`src/rtl/pak_dsp_seq_if.sv`:
```
// pak_dsp_seq_if: bus bundle between the pak_dsp_seq sequencer and its surroundings.
//   cfg_*  : coefficient configuration stream (valid/ready) into the sequencer
//   mem_*  : DSP coefficient memory port driven by the sequencer (1-cycle read latency)
//   src_*  : upstream sample stream into the sequencer
//   dsp_*  : gated sample stream out to the DSP
// Modports: master = sequencer side, slave = environment (source, DSP, memory) side.
interface pak_dsp_seq_if #(
  parameter int unsigned DATA_WIDTH  = 16,
  parameter int unsigned COEFF_WIDTH = 16,
  parameter int unsigned N           = 8
);
  localparam int unsigned ADDR_WIDTH = $clog2(N);

  logic [COEFF_WIDTH-1:0] cfg_coeff_in;
  logic                   cfg_valid_in;
  logic                   cfg_ready_out;

  logic [ADDR_WIDTH-1:0]  mem_addr_out;
  logic                   mem_write_en_out;
  logic [COEFF_WIDTH-1:0] mem_wdata_out;
  logic [COEFF_WIDTH-1:0] mem_rdata_in;

  logic [DATA_WIDTH-1:0]  src_data_in;
  logic                   src_valid_in;
  logic                   src_ready_out;

  logic [DATA_WIDTH-1:0]  dsp_data_out;
  logic                   dsp_valid_out;
  logic                   dsp_ready_in;

  modport master (
    input  cfg_coeff_in, cfg_valid_in, mem_rdata_in, src_data_in, src_valid_in, dsp_ready_in,
    output cfg_ready_out, mem_addr_out, mem_write_en_out, mem_wdata_out, src_ready_out,
           dsp_data_out, dsp_valid_out
  );

  modport slave (
    output cfg_coeff_in, cfg_valid_in, mem_rdata_in, src_data_in, src_valid_in, dsp_ready_in,
    input  cfg_ready_out, mem_addr_out, mem_write_en_out, mem_wdata_out, src_ready_out,
           dsp_data_out, dsp_valid_out
  );
endinterface

```
`src/rtl/pak_dsp_seq.sv`:
```
// pak_dsp_seq: run-time sequencer for the pak_dsp datapath.
// Loads N coefficients into the DSP coefficient memory from the cfg stream, then passes the
// sample stream through to the DSP in whole N-sample frames until the frame target is reached
// or a stop request lands on a frame boundary.
// Ports:
//   clk, rst          : clock, synchronous active-high reset
//   start_in          : start pulse (IDLE only); frames_in latched as the frame target (0 = endless)
//   stop_in           : stop request, honoured at the next frame boundary (RUN only)
//   busy_out          : state is not IDLE
//   done_out          : 1-cycle pulse on the final handshake / stop cycle / readback failure
//   frame_count_out   : frames completed in the current or last run (saturating)
//   err_out           : sticky coefficient readback mismatch
//   bus               : cfg / mem / src / dsp signals (pak_dsp_seq_if master side)
// Build option: define PAK_DSP_SEQ_READBACK_EN to add the VERIFY state, which reads the
// memory back after loading and compares XOR checksums; otherwise err_out is tied to 0.
module pak_dsp_seq #(
  parameter int unsigned DATA_WIDTH  = 16,
  parameter int unsigned COEFF_WIDTH = 16,
  parameter int unsigned N           = 8
) (
  input  logic        clk,
  input  logic        rst,
  input  logic        start_in,
  input  logic [15:0] frames_in,
  input  logic        stop_in,
  output logic        busy_out,
  output logic        done_out,
  output logic [15:0] frame_count_out,
  output logic        err_out,
  pak_dsp_seq_if.master bus
);

  localparam int unsigned ADDR_WIDTH = $clog2(N);
  localparam logic [ADDR_WIDTH-1:0] LastIdx = ADDR_WIDTH'(N - 1);

  typedef enum logic [1:0] {StIdle, StLoad, StVerify, StRun} state_e;

  state_e                state_q, state_d;
  logic [15:0]           target_q, target_d;
  logic [15:0]           frame_cnt_q, frame_cnt_d;
  logic [ADDR_WIDTH-1:0] beat_q, beat_d;
  logic [ADDR_WIDTH-1:0] load_cnt_q, load_cnt_d;
  logic                  stop_pend_q, stop_pend_d;
  logic                  done;
  logic                  src_hs;
  logic                  target_hit;
  logic [15:0]           frame_cnt_inc;

`ifdef PAK_DSP_SEQ_READBACK_EN
  logic [COEFF_WIDTH-1:0] wr_sum_q, wr_sum_d;
  logic [COEFF_WIDTH-1:0] rd_sum_q, rd_sum_d;
  logic [ADDR_WIDTH:0]    vcnt_q, vcnt_d;
  logic                   err_q, err_d;
`else
  logic unused_rdata;
  assign unused_rdata = ^bus.mem_rdata_in;
`endif

  assign src_hs        = (state_q == StRun) && bus.src_valid_in && bus.dsp_ready_in;
  assign target_hit    = (target_q != 16'd0) && ((frame_cnt_q + 16'd1) == target_q);
  assign frame_cnt_inc = (frame_cnt_q == 16'hFFFF) ? frame_cnt_q : frame_cnt_q + 16'd1;

  always_comb begin
    state_d     = state_q;
    target_d    = target_q;
    frame_cnt_d = frame_cnt_q;
    beat_d      = beat_q;
    load_cnt_d  = load_cnt_q;
    stop_pend_d = stop_pend_q;
    done        = 1'b0;
`ifdef PAK_DSP_SEQ_READBACK_EN
    wr_sum_d    = wr_sum_q;
    rd_sum_d    = rd_sum_q;
    vcnt_d      = vcnt_q;
    err_d       = err_q;
`endif

    bus.cfg_ready_out    = 1'b0;
    bus.mem_write_en_out = 1'b0;
    bus.mem_addr_out     = '0;
    bus.mem_wdata_out    = '0;
    bus.src_ready_out    = 1'b0;
    bus.dsp_valid_out    = 1'b0;
    bus.dsp_data_out     = '0;

    case (state_q)
      StIdle: begin
        if (start_in) begin
          target_d    = frames_in;
          frame_cnt_d = 16'd0;
          beat_d      = '0;
          load_cnt_d  = '0;
          stop_pend_d = 1'b0;
`ifdef PAK_DSP_SEQ_READBACK_EN
          err_d       = 1'b0;
          wr_sum_d    = '0;
`endif
          state_d     = StLoad;
        end
      end

      StLoad: begin
        bus.cfg_ready_out = 1'b1;
        bus.mem_addr_out  = load_cnt_q;
        if (bus.cfg_valid_in) begin
          bus.mem_write_en_out = 1'b1;
          bus.mem_wdata_out    = bus.cfg_coeff_in;
          load_cnt_d           = load_cnt_q + 1'b1;
`ifdef PAK_DSP_SEQ_READBACK_EN
          wr_sum_d             = wr_sum_q ^ bus.cfg_coeff_in;
`endif
          if (load_cnt_q == LastIdx) begin
            load_cnt_d = '0;
`ifdef PAK_DSP_SEQ_READBACK_EN
            vcnt_d     = '0;
            rd_sum_d   = '0;
            state_d    = StVerify;
`else
            state_d    = StRun;
`endif
          end
        end
      end

`ifdef PAK_DSP_SEQ_READBACK_EN
      StVerify: begin
        // Address v issued in cycle v, its data folded in cycle v+1; cycle N only folds.
        if (vcnt_q < (ADDR_WIDTH+1)'(N)) begin
          bus.mem_addr_out = vcnt_q[ADDR_WIDTH-1:0];
        end
        vcnt_d = vcnt_q + 1'b1;
        if (vcnt_q != '0) begin
          rd_sum_d = rd_sum_q ^ bus.mem_rdata_in;
        end
        if (vcnt_q == (ADDR_WIDTH+1)'(N)) begin
          if ((rd_sum_q ^ bus.mem_rdata_in) == wr_sum_q) begin
            state_d = StRun;
          end else begin
            err_d   = 1'b1;
            done    = 1'b1;
            state_d = StIdle;
          end
        end
      end
`endif

      StRun: begin
        bus.dsp_data_out  = bus.src_data_in;
        bus.dsp_valid_out = bus.src_valid_in;
        bus.src_ready_out = bus.dsp_ready_in;
        if (src_hs) begin
          if (beat_q == LastIdx) begin
            beat_d      = '0;
            frame_cnt_d = frame_cnt_inc;
            // A stop raised on the closing beat still ends this frame.
            if (target_hit || stop_pend_q || stop_in) begin
              done    = 1'b1;
              state_d = StIdle;
            end
          end else begin
            beat_d = beat_q + 1'b1;
            if (stop_in) begin
              stop_pend_d = 1'b1;
            end
          end
        end else if (stop_in) begin
          // Idle at a frame boundary: nothing in flight, so stop now.
          if (beat_q == '0) begin
            done    = 1'b1;
            state_d = StIdle;
          end else begin
            stop_pend_d = 1'b1;
          end
        end
      end

      default: state_d = StIdle;
    endcase
  end

  always_ff @(posedge clk) begin
    if (rst) begin
      state_q     <= StIdle;
      target_q    <= 16'd0;
      frame_cnt_q <= 16'd0;
      beat_q      <= '0;
      load_cnt_q  <= '0;
      stop_pend_q <= 1'b0;
`ifdef PAK_DSP_SEQ_READBACK_EN
      wr_sum_q    <= '0;
      rd_sum_q    <= '0;
      vcnt_q      <= '0;
      err_q       <= 1'b0;
`endif
    end else begin
      state_q     <= state_d;
      target_q    <= target_d;
      frame_cnt_q <= frame_cnt_d;
      beat_q      <= beat_d;
      load_cnt_q  <= load_cnt_d;
      stop_pend_q <= stop_pend_d;
`ifdef PAK_DSP_SEQ_READBACK_EN
      wr_sum_q    <= wr_sum_d;
      rd_sum_q    <= rd_sum_d;
      vcnt_q      <= vcnt_d;
      err_q       <= err_d;
`endif
    end
  end

  assign busy_out        = (state_q != StIdle);
  // A reset cycle never reports completion.
  assign done_out        = done && !rst;
  assign frame_count_out = frame_cnt_q;
`ifdef PAK_DSP_SEQ_READBACK_EN
  assign err_out         = err_q;
`else
  assign err_out         = 1'b0;
`endif

endmodule

```
`src/flat_wrapper.sv`:
```
// flat-port wrapper written by rule: the top's interface ports become plain ports
module pak_dsp_seq_flat 
#(
  parameter int unsigned DATA_WIDTH  = 16,
  parameter int unsigned COEFF_WIDTH = 16,
  parameter int unsigned N           = 8
)
  (clk, rst, start_in, frames_in, stop_in, busy_out, done_out, frame_count_out, err_out, bus_cfg_coeff_in, bus_cfg_valid_in, bus_mem_rdata_in, bus_src_data_in, bus_src_valid_in, bus_dsp_ready_in, bus_cfg_ready_out, bus_mem_addr_out, bus_mem_write_en_out, bus_mem_wdata_out, bus_src_ready_out, bus_dsp_data_out, bus_dsp_valid_out);
  pak_dsp_seq_if #(.DATA_WIDTH(DATA_WIDTH), .COEFF_WIDTH(COEFF_WIDTH), .N(N)) bus_i ();
  input  logic clk;
  input  logic rst;
  input  logic start_in;
  input  logic [15:0] frames_in;
  input  logic stop_in;
  output logic busy_out;
  output logic done_out;
  output logic [15:0] frame_count_out;
  output logic err_out;
  input wire logic [$bits(bus_i.cfg_coeff_in)-1:0] bus_cfg_coeff_in;
  input wire logic [$bits(bus_i.cfg_valid_in)-1:0] bus_cfg_valid_in;
  input wire logic [$bits(bus_i.mem_rdata_in)-1:0] bus_mem_rdata_in;
  input wire logic [$bits(bus_i.src_data_in)-1:0] bus_src_data_in;
  input wire logic [$bits(bus_i.src_valid_in)-1:0] bus_src_valid_in;
  input wire logic [$bits(bus_i.dsp_ready_in)-1:0] bus_dsp_ready_in;
  output wire logic [$bits(bus_i.cfg_ready_out)-1:0] bus_cfg_ready_out;
  output wire logic [$bits(bus_i.mem_addr_out)-1:0] bus_mem_addr_out;
  output wire logic [$bits(bus_i.mem_write_en_out)-1:0] bus_mem_write_en_out;
  output wire logic [$bits(bus_i.mem_wdata_out)-1:0] bus_mem_wdata_out;
  output wire logic [$bits(bus_i.src_ready_out)-1:0] bus_src_ready_out;
  output wire logic [$bits(bus_i.dsp_data_out)-1:0] bus_dsp_data_out;
  output wire logic [$bits(bus_i.dsp_valid_out)-1:0] bus_dsp_valid_out;
  assign bus_i.cfg_coeff_in = bus_cfg_coeff_in;
  assign bus_i.cfg_valid_in = bus_cfg_valid_in;
  assign bus_i.mem_rdata_in = bus_mem_rdata_in;
  assign bus_i.src_data_in = bus_src_data_in;
  assign bus_i.src_valid_in = bus_src_valid_in;
  assign bus_i.dsp_ready_in = bus_dsp_ready_in;
  assign bus_cfg_ready_out = bus_i.cfg_ready_out;
  assign bus_mem_addr_out = bus_i.mem_addr_out;
  assign bus_mem_write_en_out = bus_i.mem_write_en_out;
  assign bus_mem_wdata_out = bus_i.mem_wdata_out;
  assign bus_src_ready_out = bus_i.src_ready_out;
  assign bus_dsp_data_out = bus_i.dsp_data_out;
  assign bus_dsp_valid_out = bus_i.dsp_valid_out;
  pak_dsp_seq #(.DATA_WIDTH(DATA_WIDTH), .COEFF_WIDTH(COEFF_WIDTH), .N(N)) u_core (.clk(clk), .rst(rst), .start_in(start_in), .frames_in(frames_in), .stop_in(stop_in), .busy_out(busy_out), .done_out(done_out), .frame_count_out(frame_count_out), .err_out(err_out), .bus(bus_i));
endmodule
```
`config.mk`:
```
export PLATFORM = sky130hd
export DESIGN_NAME = pak_dsp_seq_flat
export DESIGN_NICKNAME = d
export VERILOG_FILES = /design/src/rtl/pak_dsp_seq_if.sv /design/src/rtl/pak_dsp_seq.sv /design/src/flat_wrapper.sv
export SDC_FILE = /design/constraint.sdc
export NUM_CORES = 1
export LEC_CHECK = 0
export CORE_MARGIN = 8
export CORE_UTILIZATION = 45
export CTS_CLUSTER_DIAMETER = 40
export DETAILED_ROUTE_END_ITERATION = 10
export PLACE_DENSITY = 0.81
export SLEW_MARGIN = 20
export SYNTH_ARGS = -nofsm -noshare
export SYNTH_HDL_FRONTEND = slang
export SYNTH_SLANG_ARGS = --single-unit
```
`constraint.sdc`:
```
create_clock -name clk -period 7.3 [get_ports clk]
set_input_delay 1.095 -clock clk [delete_from_list [all_inputs] [get_ports clk]]
set_output_delay 1.095 -clock clk [all_outputs]
set_load 0.02 [all_outputs]
```
==> key figures, run 1 <==
Final layout
  – Area Overhead vs Synth: 36.0%
  – Ratio of cells with drive above 1 in the final layout: 4.55%
  – Area of the multi-input gates: 1840 µm²
  – Nets: 562
  – Register Area: 821 µm²
  – Fill cell count: 562
  – ANT cells: 0
  – Final Non-Filler Cells: 560
  – Final std cell area, no fill: 4010 µm²

Placed design
  – Placed cell count: 552
  – Post-placement cell area: 3920 µm²
  – PortBufs: 111
  – Final HPWL DP: 6.84 mm
  – Routability congestion estimate: 0.894

GRT
  – Global routing usage on met3: 3.77%
  – Met1 usage: 22.3%
  – Global-route wire length before repair: 15.0 mm
  – Gr busiest metal: met2
  – GRT Total Usage: 18.5%
  – Vias in the first global route: 3067
  – GRT met2 Usage: 31.8%
  – Largest net degree at the start of global routing: 45
  – Grt total ovfl: 0
  – Initial antenna violation count: 0

Logic synthesis
  – Area contributors post-synth: dfxtp_1 (28%), nand2_1 (8.8%), a21oi_1 (6.6%)
  – Yosys warning total: 0
  – Syn Area/Cell: 7.52 µm²
  – Yosys cell types: 58
  – Synth async-reset ratio: 0%
  – Yosys top cell area share: 27.9%
  – Post-Syn Nets: 472
  – Top-count cell post-synth: nand2_1
  – Synth Cell Area: 2950 µm²
  – Cells after Synth: 392
  – Main flop type after synthesis: dfxtp_1
  – Synth Register Bits: 41
  – Top cells by count, synth: nand2_1 (69), dfxtp_1 (41), a21oi_1 (39)
  – Seq/Total Area, Yosys: 27.9%
  – Largest area contributor in the synthesized netlist: dfxtp_1
  – Post-synth EDFFs: 0

Timing
  – Normalized max-slew margin: 57.3%
  – Setup TNS Final: 0 ns
  – Setup Skew: 0.00812 ns
  – RSZ-0062 raised after global routing: false
  – Final Hold Fails: 0
  – Endpoints failing setup: 0
  – Worst slew pin tran: 0.641 ns
  – Fmax: 220 MHz
  – Minimum clock period: 4.54 ns
  – Slew Viols, Final: 0
  – Final period util: 62.2%

Floorplan
  – Initial Util: 46.4%
  – Core Area: 6350 µm²
  – IO Pins: 129
  – Die W: 96.9 µm
  – Die Y: 96.9 µm
  – Die area: 9390 µm²
  – Row count: 29

Clock tree
  – Skew-Pair Late Insertion Delay: 0.30 ns
  – Post-CTS Hold Buffers: 0
  – Clk buf depth: 2
  – Root buf cell: clkbuf_8
  – H-tree levels: 2
  – CTS tree: done
  – Post-CTS setup buffers: 0
  – Post-CTS resize count: 0
  – Clock sink total: 41
  – Clock transition at path regs: 0.08 ns
  – Number of CTS-inserted buffers: 5

Pwr
  – Clock share of power: 18.1%
  – Logic pwr share: 48.5%
  – Pwr/cell area: 204 nW/µm²
  – Leakage: 1.50 nW
  – Max VDD drop: 0.165 mV
  – Psw: 0.338 mW
  – Total Power: 0.819 mW
  – Sw Share: 41.2%
  – Seq pwr share: 33.4%
  – Pint: 0.481 mW

Worst setup path
  – Critical Path RT: 6.20 ns
  – CP Capture Type: primary output
  – CP startpoint kind: flop
  – Reg2reg setup slack: 4.40 ns
  – RR Endpoint: u_core.frame_count_out[13]
  – Reg-to-Reg Start: u_core.frame_count_out[0]
  – Crit path kind: reg2out
  – Worst Reg-to-Reg Cells: 9
  – CP max FO: 13
  – WP data arrival: 3.44 ns

Routing
  – DRT iter0 DRCs: 227
  – DRT Pass-1 Iters: 5
  – Vias per Instance: 5.63
  – Drt drc: 0
  – Post-route ant nets: 0
  – Via count: 3155
  – WL/cell: 15.9 µm
  – Overall routed net length: 8.93 mm

Run
  – Max-cap viol count: 0

Hold path
  – Worst hold path cell count: 2
  – Hold Crit Start: u_core.beat_q[1]
  – Worst hold endpoint: u_core.beat_q[1]
  – Hold WC Path Type: reg2reg

Outcome
  – Status: finished clean
==> worst max path at each step <==
stage / from / endpoint / slack, ns
6_report: u_core.frame_count_out[0] / done_out / 2.76
5_1_grt: u_core.frame_count_out[0] / done_out / 2.52
4_1_cts: u_core.frame_count_out[0] / done_out / 2.73
3_5_place_dp: u_core.frame_count_out[0] / done_out / 3.06
3_3_place_gp: u_core.frame_count_out[0] / done_out / 3.14
2_1_floorplan: u_core.frame_count_out[10] / done_out / 3.69
==> power by group through the flow <==
stage	sequential, mW	clock (mW)	combinational (mW)
2_1_floorplan	0.268	0	0.257
3_3_place_gp	0.275	0	0.384
3_5_place_dp	0.277	0	0.394
4_1_cts	0.272	0.150	0.397
5_1_grt	0.275	0.161	0.437
6_report	0.273	0.149	0.397
==> critical path: stages (launching register included) <==
cell and delay (ns):
dfxtp_1 0.49, ha_1 0.29, nand3_1 0.36, nor3_1 0.49, a311oi_1 0.16, a22oi_1 0.34
a21oi_1 0.13, nor4_2 0.23, clkdlybuf4s50_1 0.66
==> cells in the final DEF, fill, tap and decap left out, types with 2 or more instances in the layout <==
master	synthesis	final
clkdlybuf4s50_1	0	111
nand2_1	69	69
dfxtp_1	41	41
a21oi_1	39	39
nor2_1	27	27
and2_1	24	24
and3_1	21	21
nor3_1	14	14
nand3_1	11	11
o21ai_0	11	11
inv_1	9	9
ha_1	9	9
xnor2_1	8	8
nor4_1	7	7
nand4_1	6	6
a31oi_1	5	5
nand2b_1	5	5
a22oi_1	5	5
xor2_1	5	5
clkbuf_8	5	5
and4_1	3	3
a311oi_1	3	3
buf_4	4	3
o22ai_1	2	2
or3_1	2	2
a211oi_1	2	2
nor4_2	2	2
mux2i_1	2	2
nor2b_1	2	2
clkbuf_1	18	2
==> stage by stage <==
| stage | setup WS (ns) | utilization, % | hold slack [ns] |
|---|---|---|---|
| after global placement | 3.14 | 61.8 | 0.458 |
| after detailed placement | 3.06 | 61.8 | 0.469 |
| after CTS | 2.73 | 63.1 | 0.479 |
| after global routing | 2.52 | 63.1 | 0.503 |
| final | 2.76 | 63.1 | 0.483 |
| after floorplan | 3.69 | - | 0.447 |
==> flip-flops by register name (all words and copies together), names as in the netlist <==
name / cells
u_core.target_q: 16
u_core.beat_q: 3
u_core.stop_pend_q: 1
u_core.state_q: 2
u_core.frame_count_out: 16
u_core.load_cnt_q: 3
==> layout make-up <==
class / count / area share, %
clock inverter: 1 / 0.187
sequential: 41 / 20.5
timing repair buffer: 114 / 28.3
tap: 77 / 2.40
multi-input combinational: 311 / 45.9
clock buffer: 7 / 1.91
inverter: 9 / 0.843
==> cell families after synthesis <==
group	after synthesis	share of synthesized area [%]
and+or+nand+nor	202	35.7
AOI/OAI and AO/OA	83	17.9
DFF	41	27.9
other	1	0.127
xor gates and xnor gates	13	3.86
muxes	2	0.679
adders and majority gates	10	4.16
buffers and inverters	40	9.77
==> metal layers <==
metal  wire length (µm)  part of all wire, %
met5                  0                    0
met4                144                  1.6
met3                532                  6.0
met2               4370                   49
met1               3890                   44
Power figures use the tool's default switching activity.
==> run 2: changes to the inputs <==
Settings changed: CORE_UTILIZATION 45 to 39, PLACE_DENSITY 0.81 to 0.74.
Clock period 7.3 ns to 4 ns, I/O delays scaled along.
==> key figures, run 2 (synthesized netlist as in run 1, its figures left out) <==
Routing
  – DRT Pass-1 Iters: 4
  – DRT iter0 DRCs: 190
  – Post-route ant nets: 0
  – Metal3 WL: 647 µm
  – Vias per Instance: 5.21
  – Max Used Layer: met4
  – WL/cell: 14.9 µm
  – Met2 WL: 4.02 mm
  – Via count: 3061
  – WL met1: 3.95 mm
  – Overall routed net length: 8.76 mm
  – Drt drc: 0

Clock tree
  – Clk buf depth: 2
  – Clock transition at path regs: 0.08 ns
  – CTS tree: done
  – Post-CTS Hold Buffers: 0
  – Root buf cell: clkbuf_8
  – Skew-Pair Late Insertion Delay: 0.30 ns
  – Clock sink total: 41
  – Number of CTS-inserted buffers: 5
  – H-tree levels: 2

Pwr
  – Total Power: 1.54 mW
  – Leakage: 1.57 nW
  – Max VDD drop: 0.212 mV
  – Pwr/cell area: 374 nW/µm²

Final layout
  – Post-layout util: 56.4%
  – Commonest cells after routing, fill and taps aside: clkdlybuf4s50_1 (110), nand2_1 (69), a21oi_1 (39), dfxtp_1 (35), nor2_1 (26)
  – ANT cells: 0
  – Register Area: 828 µm²
  – Commonest non-fill, non-tap cell in the layout: clkdlybuf4s50_1
  – Final std cell area, no fill: 4110 µm²
  – Nets: 568
  – Ratio of cells with drive above 1 in the final layout: 7.38%
  – Area of the multi-input gates: 1840 µm²
  – Fill cell count: 693
  – Area Overhead vs Synth: 39.5%

GRT
  – Grt total ovfl: 0
  – Global-route wire length before repair: 14.3 mm
  – GRT Total Usage: 16.7%
  – Vias in the first global route: 2897
  – Largest net degree at the start of global routing: 44
  – Initial antenna violation count: 0

Timing
  – Minimum clock period: 3.52 ns
  – Fmax: 284 MHz
  – Fin worst setup slack: 0.481 ns
  – Setup TNS Final: 0 ns
  – Final period util: 88.0%
  – Worst slew pin tran: 0.700 ns
  – Final Hold Fails: 0
  – Slew Viols, Final: 0
  – Setup Skew: 0.00647 ns
  – RSZ-0062 raised after global routing: false
  – Normalized max-slew margin: 53.4%
  – Endpoints failing setup: 0

Worst setup path
  – Crit-path slowest cell: dfxtp_1
  – CP startpoint kind: flop
  – WP data arrival: 2.92 ns
  – CP Capture Type: primary output
  – WP buf/inv: 1
  – Crit path kind: reg2out
  – CP max FO: 9
  – CP peak stage delay: 0.49 ns
  – Top cell family by delay on the critical path: simple AND/OR/NAND/NOR gates
  – Critical Path RT: 3.40 ns
  – Critical-path cell list: and4_1 -> nand2_1 -> or3b_1 -> a2111o_1 -> nor4_2 -> a21oi_1 -> nor4_2 -> dlymetal6s2s_1
  – CP dominant cell by count: nor4_2

Placed design
  – Final HPWL DP: 6.83 mm
  – Routability congestion estimate: 0.908
  – Post-placement cell area: 3990 µm²
  – PortBufs: 111
  – Pre-CTS setup slack: 0.415 ns

Outcome
  – Status: finished clean

Run
  – Max-cap viol count: 0

Floorplan
  – Die W: 103 µm
  – Core Area: 7290 µm²
  – Initial Util: 40.4%
  – Die Y: 103 µm
  – IO Pins: 129
  – Die area: 10600 µm²
  – Row count: 31

Hold path
  – Hold WC Path Type: reg2reg
==> run 2: changes by cell type in the layout (fill, tap and decap cells not counted), sizes merged <==
cell	before	now
buf	3	9
bufinv	0	1
clkbuf	7	5
clkdlybuf4s50	111	110
clkinv	0	1
clkinvlp	1	0
dlymetal6s2s	0	1
==> run 2: metal layers <==
layer,global-route usage [%],vias to the layer above
met1,20.8,1388
met4,5.56,0
met3,3.78,13
met5,0,-
met2,27.7,90
li1,-,1570
==> run 2: cell type report <==
type                    count  area share, %
repair buffers            120           28.7
well taps                  99           3.01
clock inverters             2          0.852
flip-flops and latches     41           20.1
inverters                   9          0.822
clock buffers               5           1.67
multi-input cells         311           44.8
==> run 2: what timing repair did <==
item,CTS,global route
buffers inserted,0,1
resized for setup,0,8
endpoints found under the setup margin,0,1
==> run 2: stage by stage <==
stage,hold slack (ns),cells
finish,0.479,587
floorplan,0.447,392
detailed placement,0.474,579
CTS,0.485,586
global route,0.501,587
global placement,0.460,579
==> run 2: worst register-to-register path: stages (launching register included) <==
cell and delay, ns:
dfxtp_1 0.43, ha_1 0.27, nand3_1 0.24, o41ai_1 0.58
a21oi_1 0.13, buf_4 0.22, nand2_1 0.38, nor3b_1 0.12
a21oi_1 0.13, nor2_1 0.05
==> run 2: worst paths after layout <==
path	start	to	slack, ns	cells past startpoint
setup / recovery	u_core.frame_count_out[2]	done_out	0.48	8
hold / removal	u_core.beat_q[1]	u_core.beat_q[1]	0.48	2
setup reg to reg	u_core.frame_count_out[1]	u_core.frame_count_out[2]	1.34	9
hold reg to reg	u_core.beat_q[1]	u_core.beat_q[1]	0.48	2
==> run 2: where the power goes <==
| part | switching (mW) | leakage [nW] | internal [mW] |
|---|---|---|---|
| clock network | 0.143 | 0.0540 | 0.181 |
| logic | 0.410 | 1.18 | 0.306 |
| registers | 0.0468 | 0.336 | 0.449 |
| total | 0.600 | 1.57 | 0.936 |
==> run 3: changes to the inputs <==
Settings changed: CORE_UTILIZATION 39 to 40, CTS_BUF_LIST set to sky130_fd_sc_hd__clkbuf_2 sky130_fd_sc_hd__clkbuf_4 sky130_fd_sc_hd__clkbuf_8, PLACE_DENSITY 0.74 to 0.76.
==> key figures, run 3 (synthesized netlist as in run 1, its figures left out) <==
Outcome
  – Status: finished clean

Timing
  – Worst slew pin tran: 0.683 ns
  – Fmax: 287 MHz
  – Final period util: 87.2%
  – Setup TNS Final: 0 ns
  – Fin worst setup slack: 0.513 ns
  – Endpoints failing setup: 0
  – Normalized max-slew margin: 54.5%
  – Minimum clock period: 3.49 ns
  – RSZ-0062 raised after global routing: false
  – Slew Viols, Final: 0
  – Hold_ws: 0.481 ns
  – Setup Skew: 0.00422 ns
  – Final Hold Fails: 0

Worst setup path
  – Crit path launch: u_core.frame_count_out[3]
  – Critical Path RT: 3.40 ns
  – CP Capture Type: primary output
  – CP startpoint kind: flop
  – Reg-to-Reg Start: u_core.frame_count_out[1]
  – Crit path kind: reg2out
  – CP max FO: 7
  – Reg2reg setup slack: 1.24 ns
  – Worst Reg-to-Reg Cells: 9
  – CP endpoint: done_out
  – WP data arrival: 2.89 ns
  – RR Endpoint: u_core.frame_count_out[15]

Hold path
  – Hold Crit Start: u_core.beat_q[2]
  – Hold WC Path Type: reg2reg

Pwr
  – Max VDD drop: 0.177 mV
  – Logic pwr share: 48.6%
  – Clock share of power: 18.2%
  – Leakage: 1.54 nW
  – Seq pwr share: 33.3%
  – Total Power: 1.49 mW
  – Pint: 0.875 mW
  – Sw Share: 41.3%
  – Pwr/cell area: 367 nW/µm²
  – Psw: 0.616 mW

Routing
  – Vias per Instance: 5.47
  – WL/cell: 15.7 µm
  – Drt drc: 0
  – Via count: 3196
  – Overall routed net length: 9.17 mm
  – DRT Pass-1 Iters: 5
  – DRT iter0 DRCs: 175
  – Post-route ant nets: 0

Final layout
  – Commonest cells after routing, fill and taps aside: clkdlybuf4s50_1 (110), nand2_1 (69), a21oi_1 (39), dfxtp_1 (35), nor2_1 (27)
  – Nets: 564
  – Ratio of cells with drive above 1 in the final layout: 7.01%
  – Final Non-Filler Cells: 584
  – Final std cell area, no fill: 4070 µm²
  – Commonest non-fill, non-tap cell in the layout: clkdlybuf4s50_1
  – Post-layout util: 56.7%
  – Area Overhead vs Synth: 38.0%
  – ANT cells: 0

Placed design
  – Final HPWL DP: 6.99 mm
  – PortBufs: 111
  – Placed cell count: 576
  – Pre-CTS setup slack: 0.291 ns
  – Routability congestion estimate: 0.944
  – Post-placement cell area: 3970 µm²

Run
  – Max-cap viol count: 0

Clock tree
  – CTS tree: done
  – Clock transition at path regs: 0.08 ns
  – Clock sink total: 41
  – Skew-Pair Late Insertion Delay: 0.29 ns
  – Root buf cell: clkbuf_8
  – Post-CTS setup buffers: 0
  – H-tree levels: 2
  – Number of CTS-inserted buffers: 5
  – Clk buf depth: 2

Floorplan
  – Die area: 10400 µm²
  – IO Pins: 129
  – Die Y: 102 µm
  – Core Area: 7180 µm²
  – Die W: 102 µm
  – Row count: 31
  – Initial Util: 41.1%

GRT
  – Grt total ovfl: 0
  – Global-route wire length before repair: 14.7 mm
  – Vias in the first global route: 3023
  – Initial antenna violation count: 0
  – Largest net degree at the start of global routing: 44
  – GRT Total Usage: 17.5%
==> run 3: repair_timing <==
item	4_1_cts	5_1_grt
endpoints found under the setup margin	1	1
hold buffers	0	0
resized for setup	2	7
==> run 3: worst min-delay path by stage <==
| stage | to | cells past startpoint |
|---|---|---|
| 5_1_grt | u_core.beat_q[2] | 2 |
| 2_1_floorplan | u_core.beat_q[2] | 2 |
| 4_1_cts | u_core.beat_q[2] | 2 |
| 6_report | u_core.beat_q[2] | 2 |
| 3_3_place_gp | u_core.beat_q[1] | 2 |
| 3_5_place_dp | u_core.beat_q[2] | 2 |
==> run 3: final cells by class <==
cell class | count | area (µm²)
Fill cell | 669 | 3110
Inverter | 9 | 33.8
Timing Repair Buffer | 116 | 1150
Sequential cell | 41 | 828
Multi-Input combinational cell | 311 | 1840
Clock inverter | 3 | 17.5
Tap cell | 99 | 124
Clock buffer | 5 | 68.8
==> run 3: metal layers <==
layer  up-vias  global-route usage, %  wire length (µm)
met3        14                   4.56               714
met4         0                   5.76               183
met1      1484                   20.2              3770
li1       1564                      -                 -
met5         -                      0                 0
met2       134                   30.7              4500
==> run 3: worst max-delay path, cell delays in order (launching register included) <==
cell and delay [ns]:
dfxtp_1 0.47, and4_1 0.29, nand2_1 0.12, or3b_1 0.37, a2111o_1 0.39, nor4_2 0.33
a21oi_1 0.12, nor4_2 0.22, dlymetal6s2s_1 0.28
==> run 3: power by group through the flow <==
| stage | Combinational [mW] | Clock (mW) | Sequential [mW] |
|---|---|---|---|
| 5_1_grt | 0.796 | 0.294 | 0.502 |
| 3_5_place_dp | 0.721 | 0 | 0.504 |
| 3_3_place_gp | 0.708 | 0 | 0.502 |
| 2_1_floorplan | 0.469 | 0 | 0.490 |
| 6_report | 0.724 | 0.271 | 0.496 |
| 4_1_cts | 0.725 | 0.280 | 0.495 |
